===== src/rtl/fbw_arbiter.sv =====
// Per-frame round-robin arbiter sharing one frame-buffer write port between two clients,
// with a programmable inactivity watchdog that force-releases a stalled owner.
module fbw_arbiter #(
    parameter int ROW_W   = 6,
    parameter int COL_W   = 6,
    parameter int DATA_W  = 24,
    parameter int TIMEOUT = 4096,
    parameter int TO_W    = 13
) (
    input  logic              clk,
    input  logic              rst,
    input  logic              c0_req,
    output logic              c0_gnt,
    input  logic [ROW_W-1:0]  c0_row_addr,
    input  logic              c0_row_store,
    input  logic              c0_row_swap,
    input  logic [DATA_W-1:0] c0_data,
    input  logic [COL_W-1:0]  c0_col_addr,
    input  logic              c0_wren,
    input  logic              c0_frame_swap,
    output logic              c0_row_rdy,
    output logic              c0_frame_rdy,
    input  logic              c1_req,
    output logic              c1_gnt,
    input  logic [ROW_W-1:0]  c1_row_addr,
    input  logic              c1_row_store,
    input  logic              c1_row_swap,
    input  logic [DATA_W-1:0] c1_data,
    input  logic [COL_W-1:0]  c1_col_addr,
    input  logic              c1_wren,
    input  logic              c1_frame_swap,
    output logic              c1_row_rdy,
    output logic              c1_frame_rdy,
    output logic [ROW_W-1:0]  fbw_row_addr,
    output logic              fbw_row_store,
    input  logic              fbw_row_rdy,
    output logic              fbw_row_swap,
    output logic [DATA_W-1:0] fbw_data,
    output logic [COL_W-1:0]  fbw_col_addr,
    output logic              fbw_wren,
    output logic              frame_swap,
    input  logic              frame_rdy,
    output logic              arb_timeout
);

    typedef enum logic [1:0] {
        ST_IDLE    = 2'd0,
        ST_GRANT   = 2'd1,
        ST_RELEASE = 2'd2
    } state_t;

    localparam bit WD_EN = (TIMEOUT != 0);
    localparam logic [TO_W-1:0] WD_LAST = WD_EN ? TO_W'(TIMEOUT - 1) : '0;

    state_t          state_r;
    logic            owner_r;
    logic            last_owner_r;
    logic [TO_W-1:0] wd_cnt_r;

    logic own_req_s;
    logic own_fs_s;
    logic own_act_s;
    logic wd_expire_s;
    logic pick_c0_s;

    // owner_r is only meaningful in ST_GRANT; these decode the owner's control inputs
    assign own_req_s   = owner_r ? c1_req : c0_req;
    assign own_fs_s    = owner_r ? c1_frame_swap : c0_frame_swap;
    assign own_act_s   = owner_r ? (c1_wren | c1_row_store | c1_row_swap | c1_frame_swap)
                                 : (c0_wren | c0_row_store | c0_row_swap | c0_frame_swap);
    assign wd_expire_s = WD_EN && (wd_cnt_r == WD_LAST) && !own_act_s;
    // On a tie, the client that did not own the port last wins
    assign pick_c0_s   = c0_req && (!c1_req || last_owner_r);

    // Arbitration FSM with registered grants, timeout pulse and watchdog counter
    always_ff @(posedge clk) begin
        if (rst) begin
            state_r      <= ST_IDLE;
            c0_gnt       <= 1'b0;
            c1_gnt       <= 1'b0;
            owner_r      <= 1'b0;
            last_owner_r <= 1'b1;
            wd_cnt_r     <= '0;
            arb_timeout  <= 1'b0;
        end else begin
            arb_timeout <= 1'b0;
            case (state_r)
                ST_IDLE: begin
                    wd_cnt_r <= '0;
                    if (pick_c0_s) begin
                        state_r      <= ST_GRANT;
                        c0_gnt       <= 1'b1;
                        owner_r      <= 1'b0;
                        last_owner_r <= 1'b0;
                    end else if (c1_req) begin
                        state_r      <= ST_GRANT;
                        c1_gnt       <= 1'b1;
                        owner_r      <= 1'b1;
                        last_owner_r <= 1'b1;
                    end else begin
                        state_r <= ST_IDLE;
                    end
                end
                ST_GRANT: begin
                    if (own_fs_s || !own_req_s || wd_expire_s) begin
                        state_r     <= ST_RELEASE;
                        c0_gnt      <= 1'b0;
                        c1_gnt      <= 1'b0;
                        wd_cnt_r    <= '0;
                        arb_timeout <= !own_fs_s && own_req_s;
                    end else if (!WD_EN || own_act_s) begin
                        wd_cnt_r <= '0;
                    end else begin
                        wd_cnt_r <= wd_cnt_r + TO_W'(1);
                    end
                end
                ST_RELEASE: begin
                    state_r <= ST_IDLE;
                end
                default: begin
                    state_r  <= ST_IDLE;
                    c0_gnt   <= 1'b0;
                    c1_gnt   <= 1'b0;
                    wd_cnt_r <= '0;
                end
            endcase
        end
    end

    // Write path and ready steering: AND-OR select on the mutually exclusive grants
    assign fbw_row_addr  = ({ROW_W{c0_gnt}} & c0_row_addr) | ({ROW_W{c1_gnt}} & c1_row_addr);
    assign fbw_col_addr  = ({COL_W{c0_gnt}} & c0_col_addr) | ({COL_W{c1_gnt}} & c1_col_addr);
    assign fbw_data      = ({DATA_W{c0_gnt}} & c0_data) | ({DATA_W{c1_gnt}} & c1_data);
    assign fbw_row_store = (c0_gnt & c0_row_store) | (c1_gnt & c1_row_store);
    assign fbw_row_swap  = (c0_gnt & c0_row_swap) | (c1_gnt & c1_row_swap);
    assign fbw_wren      = (c0_gnt & c0_wren) | (c1_gnt & c1_wren);
    assign frame_swap    = (c0_gnt & c0_frame_swap) | (c1_gnt & c1_frame_swap);
    assign c0_row_rdy    = c0_gnt & fbw_row_rdy;
    assign c1_row_rdy    = c1_gnt & fbw_row_rdy;
    assign c0_frame_rdy  = c0_gnt & frame_rdy;
    assign c1_frame_rdy  = c1_gnt & frame_rdy;

endmodule


===== config.mk =====
export PLATFORM = sky130hd
export DESIGN_NAME = fbw_arbiter
export DESIGN_NICKNAME = d
export VERILOG_FILES = /design/src/rtl/fbw_arbiter.sv
export SDC_FILE = /design/constraint.sdc
export NUM_CORES = 1
export LEC_CHECK = 0
export CORE_AREA = 2 2 73 75
export DETAILED_ROUTE_END_ITERATION = 10
export DIE_AREA = 0 0 75 77
export PLACE_DENSITY_LB_ADDON = 0.08
export SYNTH_ARGS = -nofsm -noshare
export SYNTH_HDL_FRONTEND = slang
export SYNTH_SLANG_ARGS = --single-unit

===== constraint.sdc =====
create_clock -name clk -period 2.41 [get_ports clk]
set_input_delay 0.241 -clock clk [delete_from_list [all_inputs] [get_ports clk]]
set_output_delay 0.241 -clock clk [all_outputs]
set_load 0.01 [all_outputs]

==> impl_metrics.ini, run 1 <==
[outcome]
status = complete, no violations

[power]
irDropWorstVdd_uv = 222.5
cellPowerDensity_mw_per_mm2 = 412.8
p_leak_nw = 1.128

[synthesis]
async_reset_ff_share_pct = 0
synthAdderAreaFrac_pct = 0.8052
synth_top_cell_by_area = dfxtp_1
synthMuxAreaShare_pct = 2.657
syn_inst = 183
synth_compound_area_share_pct = 38.16
synth_seq_cells = 20
synthTopCellsByArea = dfxtp_1, a22o_1, clkbuf_1
yosys-top-cells-count = a22o_1, dfxtp_1, clkbuf_1
seq_area_frac_synth_pct = 25.76
synth_top_family_by_area = compound AO/OA/AOI/OAI gates
synth_area_mm2 = 0.001554
synth-edff-count = 0
yosys.area_share.xor_xnor_pct = 0
synth_fp_nets = 270
ys_warn_count = 0
yosys.area_share.simple_pct = 25.85
yosysUniqueCellTypes = 42
syn_avg_cell_area_um2 = 8.492
synthFlopType = dfxtp_1
yosysMostFrequentCell = a22o_1
yosysTopAreaCellShare_pct = 25.76

[clock_network]
clk_latency_ns = 0.26
cts_sinks = 20
cts_buffers = 3
clk_pin_slew_ns = 0.08
cts_root_buffer = clkbuf_8
cts_tree = yes
cts_htree_levels = 1
holdBufCountCts = 0
cts_setup_buffers = 0
cts_resized = 0
clock_path_buffers = 2

[floorplan]
die_y_um = 77
start_util_pct = 31.22
io_pins = 133
core_area_mm2 = 0.004977
die_area_mm2 = 0.005775
row_count = 26
die-width_um = 75

[sta]
rsz0062_at_grt = false
skew_ns = 0.005067
whs_ns = 0.4920
finalSetupTns_ns = 0
tightest_slew_ns = 0.4631
final.period_utilization_pct = 87.38
fin_crit_ns = 2.106
finalHoldViolations = 0
finalSetupViolCount = 0
worst_slack_ns = 0.3042
max_freq_mhz = 474.9
drv_slew = 0
relSlewSlack_pct = 68.86

[flow_run]
cap_violations = 0

[place]
gp_congestion = 0.8324
dp.cells = 381
hpwl_um = 5027
place_ws_ns = 0.08766
portBuffers = 132

[global_routing]
grt_usage_pct = 21.43
antenna_found_initial = 0
grt_pass1_wl_um = 9818
gr-total-overflow = 0
grt_start_max_net_pins = 26
grt_pass1_vias = 2048

[setup_path]
crit_family = simple AND/OR/NAND/NOR gates
cp_cell_sequence = clkdlybuf4s50_1 > nor4_1 > a32oi_1 > or3b_1 > buf_4 > o311ai_1 > o21a_1
crit_fanout = 8
slowest_stage = clkdlybuf4s50_1
cp_num_buf_inv = 2
path_class = primary input to flop
cp-end-kind = flop
arrival_ns = 2.31
crit_path_start_kind = primary input
crit_required_ns = 2.62
slowest_delay_ns = 0.44

[routing]
first_iter_violations = 97
wl_per_cell_um = 16.07
vias_per_cell = 5.174
wl_um = 6188
remaining_drc_errors = 0
ant_nets = 0
dr_total_vias = 1992
dr.pass1.iters = 7

[layout]
layout.nets = 403
antennaDiodeCount = 0
stdcell_count = 385
final_util_pct = 61.19
drive_gt1_share_pct = 7.302
area_growth_pct = 95.97

[worst_hold_path]
hold_class = flop to flop
## flip-flops by register name, indices dropped and copies added, names as in the netlist
name,cells
state_r,2
last_owner_r,1
c0_gnt,1
c1_gnt,1
owner_r,1
wd_cnt_r,13
arb_timeout,1
## tightest hold or removal path: stages (launching register included)
cell and delay (ns):
dfxtp_1 0.34, nand2_1 0.06, a21oi_1 0.05
## cell type report
cell class                 instances  area (um^2)
sequential                        20        400.4
fill                             467         1932
clock inverter                     1        30.03
clock buffer                       3        41.29
inverter                           7        26.28
multi-input combinational        140         1049
tap                               70        87.58
timing repair buffer             144         1411
## worst paths after layout
check / from / to / slack, ns / cells after the start
hold reg to reg: wd_cnt_r[1] / wd_cnt_r[1] / 0.49 / 2
hold / removal: wd_cnt_r[1] / wd_cnt_r[1] / 0.49 / 2
setup reg to reg: wd_cnt_r[0] / c1_gnt / 0.34 / 6
setup / recovery: c0_row_store / wd_cnt_r[5] / 0.30 / 7
## through the flow
step                      total power (W)  instance area (um^2)
after floorplan                 0.0005675                  1554
after global placement          0.0009217                  2974
after detailed placement        0.0009218                  2974
after CTS                        0.001266                  3045
after global routing             0.001315                  3045
final                            0.001257                  3045
## cell usage in the layout (no fill, tap or decap), types with 4 or more instances in the layout
cell | netlist | final
buf_4 | 1 | 12
nand3b_1 | 4 | 4
and3_1 | 5 | 5
o21a_1 | 4 | 4
a22o_1 | 42 | 42
nor2_1 | 11 | 11
o311ai_1 | 4 | 4
clkdlybuf4s50_1 | 0 | 132
inv_1 | 7 | 7
nand3_1 | 4 | 4
a21oi_1 | 8 | 8
nor3b_1 | 4 | 4
and2_1 | 5 | 5
dfxtp_1 | 20 | 20
nand2_1 | 6 | 6
## cells by family (layout without fill, tap and decap cells)
kind of cell             Yosys count  after routing
AND/OR/NAND/NOR                   62             62
flip-flops                        20             20
multiplexers                       4              4
AO/OA/AOI/OAI                     73             73
adder cells (fa/ha/maj)            1              1
buffers and inverters             23            155
## layer usage
layer	routed length, um	vias up	global-route usage (%)
li1	-	981	-
met1	2692	942	26.78
met2	3092	67	36.32
met3	388	2	5.650
met4	15	0	4.286
met5	0	-	0
## where the power goes
group | switching, W | internal [W] | leakage, nW | total, W
Combinational | 0.000209 | 0.000352 | 0.930 | 0.000560
Clock | 0.000121 | 0.000222 | 0.0357 | 0.000342
Sequential | 0.0000136 | 0.000341 | 0.162 | 0.000354
(Power assumes the default switching activity.)
==> inputs of run 2 (changes only) <==
--- a/config.mk
+++ b/config.mk
@@ -5,9 +5,10 @@
 export SDC_FILE = /design/constraint.sdc
 export NUM_CORES = 1
 export LEC_CHECK = 0
-export CORE_AREA = 2 2 73 75
+export ABC_AREA = 1
+export CORE_AREA = 5 5 76 78
 export DETAILED_ROUTE_END_ITERATION = 10
-export DIE_AREA = 0 0 75 77
+export DIE_AREA = 0 0 81 83
 export PLACE_DENSITY_LB_ADDON = 0.08
 export SYNTH_ARGS = -nofsm -noshare
 export SYNTH_HDL_FRONTEND = slang
==> run 2 against run 1 <==
Against the previous run:
- combinational power rose by 5.0%
- final cell count rose by 8.3%
- worst setup slack gained 0.092 ns
- maximum frequency increased by 4.6%
- synthesized cell count increased by 20%
- count of clock-buffer cells in the layout unchanged
- register-to-register slack improved by 0.46 ns
- die area increased by 16%
- global-route usage decreased by 2.0 points
- worst hold slack lost 0.042 ns
- total power is 0.96% higher
- largest cell class unchanged
- largest power group unchanged
==> impl_metrics.ini, run 2 <==
[outcome]
status = complete, no violations

[clock_network]
cts_resized = 0
cts_root_buffer = clkbuf_8
cts_tree = yes
cts_sinks = 20
cts_setup_buffers = 0
clock_path_buffers = 2
holdBufCountCts = 0
cts_buffers = 3
cts_htree_levels = 1
clk_latency_ns = 0.26
clk_pin_slew_ns = 0.07

[setup_path]
cp_cell_sequence = buf_4 > a22o_1 > clkdlybuf4s50_1
path_class = flop to output port
arrival_ns = 1.77
slowest_stage = clkdlybuf4s50_1
r2r_start = wd_cnt_r[0]
startpoint = c0_gnt
crit_path_start_kind = flop
crit_fanout = 41
cp_num_buf_inv = 2
slowest_delay_ns = 0.56
crit_required_ns = 2.17
crit_family = buffers and inverters
cp-end-kind = output port

[sta]
max_freq_mhz = 496.7
rsz0062_at_grt = false
tightest_slew_ns = 0.4204
drv_slew = 0
final.period_utilization_pct = 83.54
finalHoldViolations = 0
worst_slack_ns = 0.3966
finalSetupTns_ns = 0
fin_crit_ns = 2.013
whs_ns = 0.4498
finalSetupViolCount = 0
relSlewSlack_pct = 71.97
skew_ns = 0.004059

[layout]
antennaDiodeCount = 0
area_growth_pct = 94.30
reg_top3 = wd_cnt_r: 13 flops, state_r: 2 flops
layout.nets = 435
final_design_area_no_fill_mm2 = 0.002988
largest_register_ffs = 13
layout_common_cells = clkdlybuf4s50_1, a22o_1, nand2_1, inv_1, dfxtp_1
drive_gt1_share_pct = 7.781
final_common_cell = clkdlybuf4s50_1
top_register = wd_cnt_r
final_util_pct = 59.64

[synthesis]
ys_warn_count = 0
synth_seq_cells = 20
async_reset_ff_share_pct = 0
synthFlopType = dfxtp_1
seq_area_frac_synth_pct = 26.04
yosysMostFrequentCell = a22o_1
synth-edff-count = 0
synth_fp_nets = 307
yosysTopAreaCellShare_pct = 26.04
yosys-top-cells-count = a22o_1, nand2_1, inv_1
synthTopCellsByArea = dfxtp_1, a22o_1, nand2_1
syn_avg_cell_area_um2 = 6.990
yosysUniqueCellTypes = 25
syn_inst = 220
synth_area_mm2 = 0.001538
synth_top_cell_by_area = dfxtp_1

[routing]
dr.pass1.iters = 4
dr_total_vias = 1994
vias_per_cell = 4.782
wl_um = 6808
ant_nets = 0
wl_per_cell_um = 16.33
remaining_drc_errors = 0
first_iter_violations = 107

[floorplan]
core_area_mm2 = 0.005010
row_count = 26
die-width_um = 81
die_y_um = 83
start_util_pct = 30.69
io_pins = 133
die_area_mm2 = 0.006723

[global_routing]
gr-total-overflow = 0
grt_pass1_vias = 1821
antenna_found_initial = 0
grt_pass1_wl_um = 10340
grt_usage_pct = 19.45
grt_start_max_net_pins = 43

[worst_hold_path]
hold_class = flop to flop
min_from = wd_cnt_r[12]

[place]
gp_congestion = 0.8483
placed_area_mm2 = 0.002917
place_ws_ns = 0.6607
hpwl_um = 5700
portBuffers = 132

[power]
p_leak_nw = 1.174
irDropWorstVdd_uv = 318.4
cellPowerDensity_mw_per_mm2 = 424.8

[flow_run]
cap_violations = 0
==> run 2: changes by cell type in the layout (fill, tap and decap cells not counted), moves of 5 or more <==
cell,before,now
a21oi_1,8,14
and2_1,5,0
buf_4,12,4
inv_1,7,26
nand2_1,6,37
nand2_2,0,8
nand3_1,4,15
nor2_1,11,16
o21ai_0,2,11
==> run 2: where the power goes <==
group          internal [W]  switching, W  total (W)
Clock              0.000222      0.000110   0.000332
Combinational      0.000356      0.000231   0.000588
Sequential         0.000342    0.00000760   0.000349
Total              0.000920      0.000350    0.00127
==> run 2: through the flow <==
step                power (W)  instances
floorplan           0.0005837        220
global placement    0.0009482        413
detailed placement  0.0009495        413
CTS                  0.001282        417
global route         0.001330        417
finish               0.001269        417
==> run 2: worst paths after layout <==
check,cells past startpoint,slack (ns),end
max,3,0.40,fbw_data[18]
min,2,0.45,wd_cnt_r[12]
max reg2reg,10,0.80,wd_cnt_r[7]
min reg2reg,2,0.45,wd_cnt_r[12]
==> run 2: worst register-to-register path, cell delays in order (launching register included) <==
cell	delay [ns]
dfxtp_1	0.38
ha_1	0.20
nand2_1	0.10
nor2_4	0.15
nand2_2	0.11
nor2_4	0.11
nand3_4	0.14
nand2_2	0.12
nand2_2	0.05
nand2_2	0.09
nor2_1	0.05
==> run 2: cells by family after synthesis <==
group	after synthesis	synth area share, %
compound gates	65	31.33
xor+xnor	3	1.709
fa+ha+maj	1	0.8135
buf+inv	41	10.74
flops	20	26.04
simple gates	90	29.37
==> run 2: cell type report <==
class                   count  area (um^2)
clock inverters             1        30.03
flip-flops and latches     20        400.4
well taps                  70        87.58
clock buffers               3        41.29
repair buffers            136         1351
fillers                   487         2022
multi-input cells         159        972.2
inverters                  28        105.1
==> run 2: metal layers <==
metal | vias up | wire length (um) | global-route usage (%)
met2 | 82 | 3191 | 33.16
li1 | 1008 | - | -
met4 | 0 | 63 | 4.301
met1 | 900 | 2745 | 23.12
met3 | 4 | 809 | 6.710
met5 | - | 0 | 0
==> inputs of run 3 (changes only) <==
--- a/config.mk
+++ b/config.mk
@@ -6,9 +6,9 @@
 export NUM_CORES = 1
 export LEC_CHECK = 0
 export ABC_AREA = 1
-export CORE_AREA = 5 5 76 78
+export CORE_AREA = 5 5 79 81
 export DETAILED_ROUTE_END_ITERATION = 10
-export DIE_AREA = 0 0 81 83
+export DIE_AREA = 0 0 84 86
 export PLACE_DENSITY_LB_ADDON = 0.08
 export SYNTH_ARGS = -nofsm -noshare
 export SYNTH_HDL_FRONTEND = slang
==> constraint.sdc (replaced) <==
create_clock -name clk -period 1.75 [get_ports clk]
set_input_delay 0.175 -clock clk [delete_from_list [all_inputs] [get_ports clk]]
set_output_delay 0.175 -clock clk [all_outputs]
set_load 0.01 [all_outputs]
==> run 3 against run 2 <==
Against the previous run:
- count of clock-buffer cells in the layout rose by 1
- worst setup slack got worse by 0.34 ns
- die area up 7.5%
- critical endpoint is now fbw_row_addr[4]
- wire length grew 0.85%
- design area up 1.0%
==> impl_metrics.ini, run 3 (synthesis gave the netlist of run 2 again) <==
[outcome]
status = complete, no violations

[power]
power_frac_comb_pct = 49.0
netSwitchingPower_w = 0.0004884
p_seq_share_pct = 29.7
p_leak_nw = 1.273
p_clk_share_pct = 21.3
cellPowerDensity_mw_per_mm2 = 544.9
intPower_w = 0.001156
switching_share_pct = 29.70
irDropWorstVdd_uv = 506.7

[layout]
drive_gt1_share_pct = 8.883
antennaDiodeCount = 0
fill_cells = 511
area_growth_pct = 96.26
top_register = wd_cnt_r
final_util_pct = 55.83
layout.nets = 437
largest_register_ffs = 13
final_common_cell = clkdlybuf4s50_1
reg_top3 = wd_cnt_r: 13 flops, state_r: 2 flops
layout_common_cells = clkdlybuf4s50_1, a22o_1, nand2_1, inv_1

[global_routing]
grt_pass1_vias = 1828
grt_start_max_net_pins = 43
antenna_found_initial = 0
gr-total-overflow = 0
grt_usage_pct = 17.78
grt_pass1_wl_um = 10270

[sta]
skew_ns = 0.003457
final.period_utilization_pct = 97.04
tightest_slew_ns = 0.3175
rsz0062_at_grt = false
max_freq_mhz = 588.8
finalHoldViolations = 0
relSlewSlack_pct = 78.76
fin_crit_ns = 1.698
drv_slew = 0
finalSetupTns_ns = 0
finalSetupViolCount = 0

[floorplan]
row_count = 27
core_area_mm2 = 0.005405
die_y_um = 86
die-width_um = 84
die_area_mm2 = 0.007224
io_pins = 133
start_util_pct = 28.45

[clock_network]
cts_sinks = 20
cts_setup_buffers = 0
cts_htree_levels = 1
clk_pin_slew_ns = 0.07
cts_root_buffer = clkbuf_8
clock_path_buffers = 2
cts_buffers = 3
cts_tree = yes
holdBufCountCts = 0
clk_latency_ns = 0.26

[routing]
wl_per_cell_um = 16.31
dr_total_vias = 2013
remaining_drc_errors = 0
wl_um = 6866
vias_per_cell = 4.781
first_iter_violations = 71
dr.pass1.iters = 4
ant_nets = 0

[setup_path]
crit_required_ns = 1.57
slowest_delay_ns = 0.53
r2r_start = wd_cnt_r[0]
crit_family = buffers and inverters
cp-end-kind = output port
crit_fanout = 21
cp_cell_sequence = clkbuf_16 > a22o_1 > clkdlybuf4s50_1
crit_path_start_kind = flop
path_class = flop to output port
cp_num_buf_inv = 2
startpoint = c0_gnt
arrival_ns = 1.52
slowest_stage = clkdlybuf4s50_1

[worst_hold_path]
hold_class = flop to flop
min_from = wd_cnt_r[12]

[flow_run]
cap_violations = 0

[place]
hpwl_um = 5480
portBuffers = 132
gp_congestion = 0.8393
==> run 3: cell types whose count changed in the layout (fill, tap and decap cells not counted), moves of 2 or more <==
cell and change:
dlygate4sd2_1 +18, buf_4 -2, buf_12 +2, dfxtp_2 +2, dfxtp_1 -2, clkdlybuf4s50_1 -19
==> run 3: worst register-to-register path: stages (launching register included) <==
cell and delay, ns:
dfxtp_1 0.37, ha_1 0.20, nand2_1 0.09, nor2_4 0.15
nand2_2 0.11, nor2_4 0.10, nand3_4 0.14, nand2_4 0.11
nand2_1 0.06, and3_1 0.14
==> run 3: path summary, 6_finish.rpt <==
| kind | to | slack, ns | depth (start not counted) |
|---|---|---|---|
| max | fbw_row_addr[4] | 0.05 | 3 |
| min | wd_cnt_r[12] | 0.45 | 2 |
| min reg2reg | wd_cnt_r[12] | 0.45 | 2 |
| max reg2reg | c0_gnt | 0.16 | 9 |
==> run 3: cell type report <==
class                      instances  area [um^2]  share of cell area (%)
timing repair buffer             138         1393                   46.14
sequential                        20        402.9                   13.35
tap                               72        90.09                   2.985
inverter                          28        105.1                   3.483
multi-input combinational        159        972.2                   32.21
clock buffer                       4        55.05                   1.824
==> run 3: routing by layer <==
| metal | routed length (um) | track usage (%) | vias up |
|---|---|---|---|
| li1 | - | - | 1010 |
| met1 | 3225 | 24.26 | 899 |
| met2 | 2939 | 26.54 | 92 |
| met3 | 511 | 4.323 | 12 |
| met4 | 189 | 7.749 | 0 |
| met5 | 0 | 0 | - |
==> run 3: power groups by stage <==
stage / Clock [W] / Sequential, W / Combinational, W
final: 0.000350 / 0.000489 / 0.000806
after detailed placement: 0 / 0.000495 / 0.000833
after CTS: 0.000364 / 0.000486 / 0.000799
after floorplan: 0 / 0.000492 / 0.000311
after global placement: 0 / 0.000495 / 0.000834
after global routing: 0.000377 / 0.000491 / 0.000856
==> run 3: metrics by stage <==
stage                     hold WS [ns]  total power (W)  instance area [um^2]  std cells  worst slack, ns
after floorplan                 0.4043        0.0008038                  1538        220           0.3522
after global placement          0.4308         0.001329                  2952        416           0.1633
after detailed placement        0.4365         0.001328                  2952        416           0.1179
after CTS                       0.4475         0.001649                  2989        420         0.001052
after global routing            0.4714         0.001723                  3018        421         0.004199
final                           0.4473         0.001645                  3018        421          0.05177
==> run 3: repair_timing <==
item	in CTS	in global routing
hold endpoints to repair	0	0
resized for setup	20	2
endpoints found under the setup margin	26	24
cloned	0	1
pin swaps	0	0
